File: src/rtl/instr_serializer_pkg.sv
// ---------------------------------------------------------------------------
// instr_serializer_pkg
// Shared types for the instruction transmit path: the decoded instruction
// record, its 80-bit wire packing (and the matching unpack), byte type and
// the serializer FSM state encoding.
// ---------------------------------------------------------------------------
package instr_serializer_pkg;

   localparam int INSTR_WIDTH = 80;
   localparam int BYTE_WIDTH  = 8;
   localparam int INSTR_BYTES = INSTR_WIDTH / BYTE_WIDTH;

   typedef logic [BYTE_WIDTH-1:0] byte_type;

   typedef struct packed {
      logic [23:0] buffer_addr;
      logic [15:0] acc_addr;
      logic [31:0] length;
      logic [7:0]  opcode;
   } instr_type;

   typedef enum logic {
      IDLE = 1'b0,
      SEND = 1'b1
   } serializer_state_type;

   // Wire format: opcode occupies the least significant byte so it leaves first.
   function automatic logic [INSTR_WIDTH-1:0] instr_to_bit(input instr_type instr);
      return {instr.buffer_addr, instr.acc_addr, instr.length, instr.opcode};
   endfunction

   function automatic instr_type bit_to_instr(input logic [INSTR_WIDTH-1:0] bits);
      instr_type r;
      r.buffer_addr = bits[79:56];
      r.acc_addr    = bits[55:40];
      r.length      = bits[39:8];
      r.opcode      = bits[7:0];
      return r;
   endfunction

endpackage

File: src/rtl/instr_serializer_fifo.sv
// ---------------------------------------------------------------------------
// instr_fifo
// Synchronous FIFO of instr_type entries with occupancy count.
// Ports:
//   clk, rst_n          clock, synchronous active-low reset
//   push_i / data_i     write request and entry (ignored when full)
//   pop_i  / data_o     read request and head entry (ignored when empty)
//   count_o             occupancy, 0..FIFO_DEPTH
//   full_o / empty_o    status derived from registered count
// ---------------------------------------------------------------------------
module instr_fifo
   import instr_serializer_pkg::*;
#(
   parameter int FIFO_DEPTH = 4
) (
   input  logic                          clk,
   input  logic                          rst_n,
   input  logic                          push_i,
   input  instr_type                     data_i,
   input  logic                          pop_i,
   output instr_type                     data_o,
   output logic [$clog2(FIFO_DEPTH):0]   count_o,
   output logic                          full_o,
   output logic                          empty_o
);

   localparam int AW = $clog2(FIFO_DEPTH);
   localparam int CW = AW + 1;

   instr_type         mem_q [FIFO_DEPTH];
   instr_type         mem_d [FIFO_DEPTH];
   logic [AW-1:0]     wr_ptr_q, wr_ptr_d;
   logic [AW-1:0]     rd_ptr_q, rd_ptr_d;
   logic [CW-1:0]     count_q, count_d;
   logic              push_ok, pop_ok;

   assign full_o  = (count_q == CW'(FIFO_DEPTH));
   assign empty_o = (count_q == '0);
   assign count_o = count_q;
   assign data_o  = mem_q[rd_ptr_q];

   // Full blocks the write even when a pop happens in the same cycle.
   assign push_ok = push_i && !full_o;
   assign pop_ok  = pop_i && !empty_o;

   always_comb begin
      mem_d = mem_q;
      if (push_ok) mem_d[wr_ptr_q] = data_i;
      // Pointers wrap naturally because the depth is a power of two.
      wr_ptr_d = wr_ptr_q + AW'(push_ok);
      rd_ptr_d = rd_ptr_q + AW'(pop_ok);
      count_d  = count_q + CW'(push_ok) - CW'(pop_ok);
   end

   always_ff @(posedge clk) begin
      if (!rst_n) begin
         wr_ptr_q <= '0;
         rd_ptr_q <= '0;
         count_q  <= '0;
      end else begin
         wr_ptr_q <= wr_ptr_d;
         rd_ptr_q <= rd_ptr_d;
         count_q  <= count_d;
      end
   end

   // Storage carries no reset; validity is tracked by the pointers/count.
   always_ff @(posedge clk) begin
      mem_q <= mem_d;
   end

endmodule

File: src/rtl/instr_serializer.sv
// ---------------------------------------------------------------------------
// instr_serializer
// Buffers decoded instructions in a small FIFO and streams each one out as
// INSTR_BYTES bytes, LSB first, over a byte-wide valid/ready channel.
// Ports:
//   clk, rst_n                      clock, synchronous active-low reset
//   instr_i/instr_valid_i/
//   instr_ready_o                   instruction input handshake
//   byte_o/byte_valid_o/
//   byte_ready_i/byte_last_o        byte output handshake, last marks byte 9
//   busy_o                          FIFO non-empty or an instruction in flight
//   fifo_count_o                    FIFO occupancy
// ---------------------------------------------------------------------------
module instr_serializer
   import instr_serializer_pkg::*;
#(
   parameter int FIFO_DEPTH = 4
) (
   input  logic                          clk,
   input  logic                          rst_n,
   input  instr_type                     instr_i,
   input  logic                          instr_valid_i,
   output logic                          instr_ready_o,
   output byte_type                      byte_o,
   output logic                          byte_valid_o,
   input  logic                          byte_ready_i,
   output logic                          byte_last_o,
   output logic                          busy_o,
   output logic [$clog2(FIFO_DEPTH):0]   fifo_count_o
);

   localparam logic [3:0] LAST_IDX = 4'(INSTR_BYTES - 1);

   serializer_state_type      state_q, state_d;
   logic [INSTR_WIDTH-1:0]    shreg_q, shreg_d;
   logic [3:0]                idx_q, idx_d;

   instr_type                 fifo_head;
   logic                      fifo_pop;
   logic                      fifo_full;
   logic                      fifo_empty;
   logic                      last_accept;

   instr_fifo #(.FIFO_DEPTH(FIFO_DEPTH)) u_fifo (
      .clk     (clk),
      .rst_n   (rst_n),
      .push_i  (instr_valid_i),
      .data_i  (instr_i),
      .pop_i   (fifo_pop),
      .data_o  (fifo_head),
      .count_o (fifo_count_o),
      .full_o  (fifo_full),
      .empty_o (fifo_empty)
   );

   assign last_accept = (state_q == SEND) && byte_ready_i && (idx_q == LAST_IDX);
   // Pop when idle, or when the final byte leaves so the next instruction
   // follows without a bubble.
   assign fifo_pop    = !fifo_empty && ((state_q == IDLE) || last_accept);

   // State register
   always_ff @(posedge clk) begin
      if (!rst_n) begin
         state_q <= IDLE;
         shreg_q <= '0;
         idx_q   <= '0;
      end else begin
         state_q <= state_d;
         shreg_q <= shreg_d;
         idx_q   <= idx_d;
      end
   end

   // Next state
   always_comb begin
      state_d = state_q;
      shreg_d = shreg_q;
      idx_d   = idx_q;
      unique case (state_q)
         IDLE: begin
            if (!fifo_empty) begin
               shreg_d = instr_to_bit(fifo_head);
               idx_d   = '0;
               state_d = SEND;
            end
         end
         SEND: begin
            if (byte_ready_i) begin
               if (idx_q == LAST_IDX) begin
                  idx_d = '0;
                  if (!fifo_empty) begin
                     shreg_d = instr_to_bit(fifo_head);
                  end else begin
                     shreg_d = '0;
                     state_d = IDLE;
                  end
               end else begin
                  shreg_d = shreg_q >> BYTE_WIDTH;
                  idx_d   = idx_q + 4'd1;
               end
            end
         end
         default: state_d = IDLE;
      endcase
   end

   // Outputs: all derived from registered state, none from byte_ready_i.
   always_comb begin
      byte_valid_o  = (state_q == SEND);
      byte_o        = (state_q == SEND) ? shreg_q[BYTE_WIDTH-1:0] : '0;
      byte_last_o   = (state_q == SEND) && (idx_q == LAST_IDX);
      busy_o        = !fifo_empty || (state_q == SEND);
      instr_ready_o = !fifo_full;
   end

endmodule

File: config.mk
export PLATFORM = sky130hd
export DESIGN_NAME = instr_serializer
export DESIGN_NICKNAME = d
export VERILOG_FILES = /design/src/rtl/instr_serializer_pkg.sv /design/src/rtl/instr_serializer_fifo.sv /design/src/rtl/instr_serializer.sv
export SDC_FILE = /design/constraint.sdc
export NUM_CORES = 1
export LEC_CHECK = 0
export ABC_CLOCK_PERIOD_IN_PS = 8600
export BUFFER_PORTS_ARGS = -buffer_cell sky130_fd_sc_hd__buf_2
export CAP_MARGIN = 20
export CORE_MARGIN = 4
export CORE_UTILIZATION = 54
export CTS_CLUSTER_DIAMETER = 150
export CTS_CLUSTER_SIZE = 10
export DETAILED_ROUTE_END_ITERATION = 16
export PLACE_DENSITY = 0.87
export SYNTH_ARGS = -nofsm -noshare
export SYNTH_HDL_FRONTEND = slang
export SYNTH_SLANG_ARGS = --single-unit
File: constraint.sdc
create_clock -name clk -period 8.6 [get_ports clk]
set_input_delay 1.29 -clock clk [delete_from_list [all_inputs] [get_ports clk]]
set_output_delay 1.29 -clock clk [all_outputs]
set_load 0.05 [all_outputs]
==> impl_results.md <==
* Outcome: complete, no violations
* Crit-path slowest cell: nor4_2
* Ranking of synthesized cells by area: edfxtp_1 63%, dfxtp_1 12%, mux4_2 12%, a222oi_1 2.6%, nor2_1 2.2%
* Max VDD drop at 0.1978 mV
* Syn Nets at 901
* Rows at 61
* Fin. max-slew vios at 0
* Largest net degree at the start of global routing at 84
* H-tree levels at 2
* Cell area after synthesis at approximately 15000 um2
* Worst path cell trace: nor4_2 > inv_1 > buf_2
* Number of flops mapped to enable cells by yosys at 320
* Relative slew slack at 33.18%
* Buffer and inverter count on the worst path at 2
* Worst setup path start: byte_valid_o
* Met3 usage in global routing at 4.735%
* DR pass1 iterations at 7
* Crit path arrival time at 2080 ps
* Clock slew at reported path FFs at roughly 50 ps
* Overall via count from detail_route at approximately 8400
* CTS buffer count at 47
* DP Wirelength at between 15000 and 20000 um
* Die area at 30930 um2
* Die Y at 175.9 um
* Routed vias/inst at 6.268
* R2r startpoint: u_fifo.rd_ptr_q[0]
* Worst-margin pin slew at about 1000 ps
* Max FO, Critical Path at 18
* Post-CTS Setup Repair Bufs at 0
* Sum of negative setup slack at 0 ps
* DRC violations left at 0
* Overflow after GRT at 0
* Final hold slack at 503.9 ps
* CTS tree: done
* Leakage dissipation at 0.005817 uW
* Bufs on Longest Clock Path at 3
* Worst path required time at around 7300 ps
* DR WL/cell at 24.81 um
* Final #Nets at 1008
* Post-CTS sizing at 0
* Worst reg-to-reg path cell count at 5
* Util after Layout at 62.79%
* CTS Hold Bufs at 0
* Routability Congestion at 0.7491
* Hold Crit Class: reg -> reg
* Fillers at 1883
* IO Count at 99
* Syn Inst Count at 812
* Port bufs at 98
* GRT Util Overall at 21.69%
* Initial Util at 54.78%
* Post-synthesis sequential area ratio at between 70% and 80%
* Clock root buffer: clkbuf_16
* Setup violations, final at 0
* Share of the synthesized area in the top cell type at 63.14%
* First-pass GRT wire length at 51360 um
* Die Width at between 150 and 200 um
* Max_cap viols at 0
* Initial antenna violation count at 2
* Clock sink total at 412
* Most used routing layer: met2
* Synth unique cells at 37
* Core region area at 27780 um2
* Routed Antenna Nets at 0
* RSZ-0062 raised after global routing: no
* Max Fclk at 296.8 MHz
* Synth warnings at 0
* WHS Endpoint: shreg_q[3]
* Share of layout cells above drive strength 1 at 27.06%
* Critical R2R Capture: shreg_q[24]
* Minimum clock period at 3369 ps
* Avg Cell Area, Syn at 18.74 um2
* Fin. Hold Viols at 0
* Worst path top cell family by delay: simple AND/OR/NAND/NOR gates
* Reg2Reg Setup Slack at 5330 ps
* Critical path capture point type: output pin
* Worst stage delay on the critical path at between 600 and 700 ps
* Number of global-route vias before repair at a little under 9000
* Dominant synthesized flop cell: edfxtp_1
* Synth area leader: edfxtp_1
* Clock skew at 12.00 ps
* M1 GR Usage at 29.24%
* Area delta synth->final at 14.63%
* Ys async rst share at 0%
* Hold path start: shreg_q[3]
* Post-route clock period utilization at between 30% and 40%
* Total power draw at 5841 uW
* Worst skew pair latency at around 550 ps
* Global-route met2 utilization at a little over a third
* Kind of critical path: reg -> out
* Final wirelength at 33140 um
* Hold Crit Depth at 2
* Element type at the critical path start: flip-flop
* Initial DRC count at ~1100
* Synth Register Bits at 412
* PD cells at 334.8 nW/um2
cell usage in the layout (no fill, tap or decap), types with 2 or more instances in the layout:
cell       Yosys  final
a21oi_1        3      3
a221oi_1      32     32
a222oi_1      40     40
a22oi_1        9      9
and2_1        12     12
buf_2         11     98
buf_4          4     17
clkbuf_1      32     36
clkbuf_16      0     47
clkinv_8       0      2
dfxtp_1       92     90
dfxtp_4        0      2
edfxtp_1     320    320
ha_1           4      4
inv_1          6      5
mux4_2        80     80
nand2_1        6      6
nand3_1        2      2
nand3b_1       3      3
nor2_1        91     88
nor2_4         0      2
o21ai_0       32     32
xnor2_1        4      4
synth_stat cells, types with 4 or more instances:
library cell / number
a222oi_1: 40
buf_4: 4
mux4_2: 80
clkbuf_1: 32
buf_2: 11
buf_6: 9
edfxtp_1: 320
dfxtp_1: 92
o21ai_0: 32
nand2_1: 6
and2_1: 12
nor2_1: 91
inv_1: 6
xnor2_1: 4
a22oi_1: 9
ha_1: 4
a221oi_1: 32
worst reg2reg max path, cell delays in order (launching register included):
cell and delay [ps]:
dfxtp_4 570, buf_4 570, buf_4 720, mux4_2 660, a221oi_1 500, nor2_1 110
routing by layer:
metal / part of all wire [%] / routed length [um]
met2: 50 / 16630
met4: 2.9 / 961
met5: 0.039 / 13
met1: 38 / 12540
met3: 9.1 / 3001
cells by family after synthesis:
| family | count (synthesis) | share of synthesized area (%) |
|---|---|---|
| XOR/XNOR | 4 | 0.2302 |
| adder cells (fa/ha/maj) | 5 | 0.4604 |
| AO/OA/AOI/OAI | 123 | 6.421 |
| flip-flops | 412 | 75.24 |
| buffers and inverters | 64 | 2.212 |
| multiplexers | 81 | 11.90 |
| AND/OR/NAND/NOR | 123 | 3.527 |
final cells by class:
| cell class | count | area, um2 | area share, % |
|---|---|---|---|
| timing repair buffer | 116 | 645.6 | 3.701 |
| clock buffer | 83 | 1311 | 7.517 |
| inverter | 6 | 22.52 | 0.1291 |
| multi-input combinational | 336 | 3470 | 19.89 |
| sequential | 412 | 11460 | 65.69 |
| clock inverter | 4 | 61.31 | 0.3515 |
| antenna | 1 | 2.502 | 0.01435 |
| tap | 378 | 473.0 | 2.711 |
report_power, final:
part,switching (uW),internal [uW]
sequential,214,2510
clock,742,1030
combinational,801,543
total,1760,4080
registers in the layout, indices dropped and copies added, names as in the netlist:
register,flops
u_fifo.mem_q,320
byte_valid_o,1
u_fifo.count_o,3
shreg_q,80
u_fifo.wr_ptr_q,2
idx_q,4
u_fifo.rd_ptr_q,2
worst max path at each step:
stage	endpoint	slack (ps)	cells past startpoint
final	busy_o	5230	3
after detailed placement	u_fifo.mem_q[237]	4780	5
after floorplan	u_fifo.mem_q[240]	360	2
after global routing	shreg_q[24]	5040	5
after CTS	shreg_q[24]	5150	5
after global placement	u_fifo.mem_q[230]	4450	5
through the flow:
stage,instances,worst slack [ps],instance area [um2]
final,1336,5231,17440
after floorplan,812,356.1,15220
after CTS,1335,5148,17440
after detailed placement,1248,4783,16070
after global routing,1336,5045,17440
after global placement,1247,4448,16040
(Power assumes the default switching activity.)
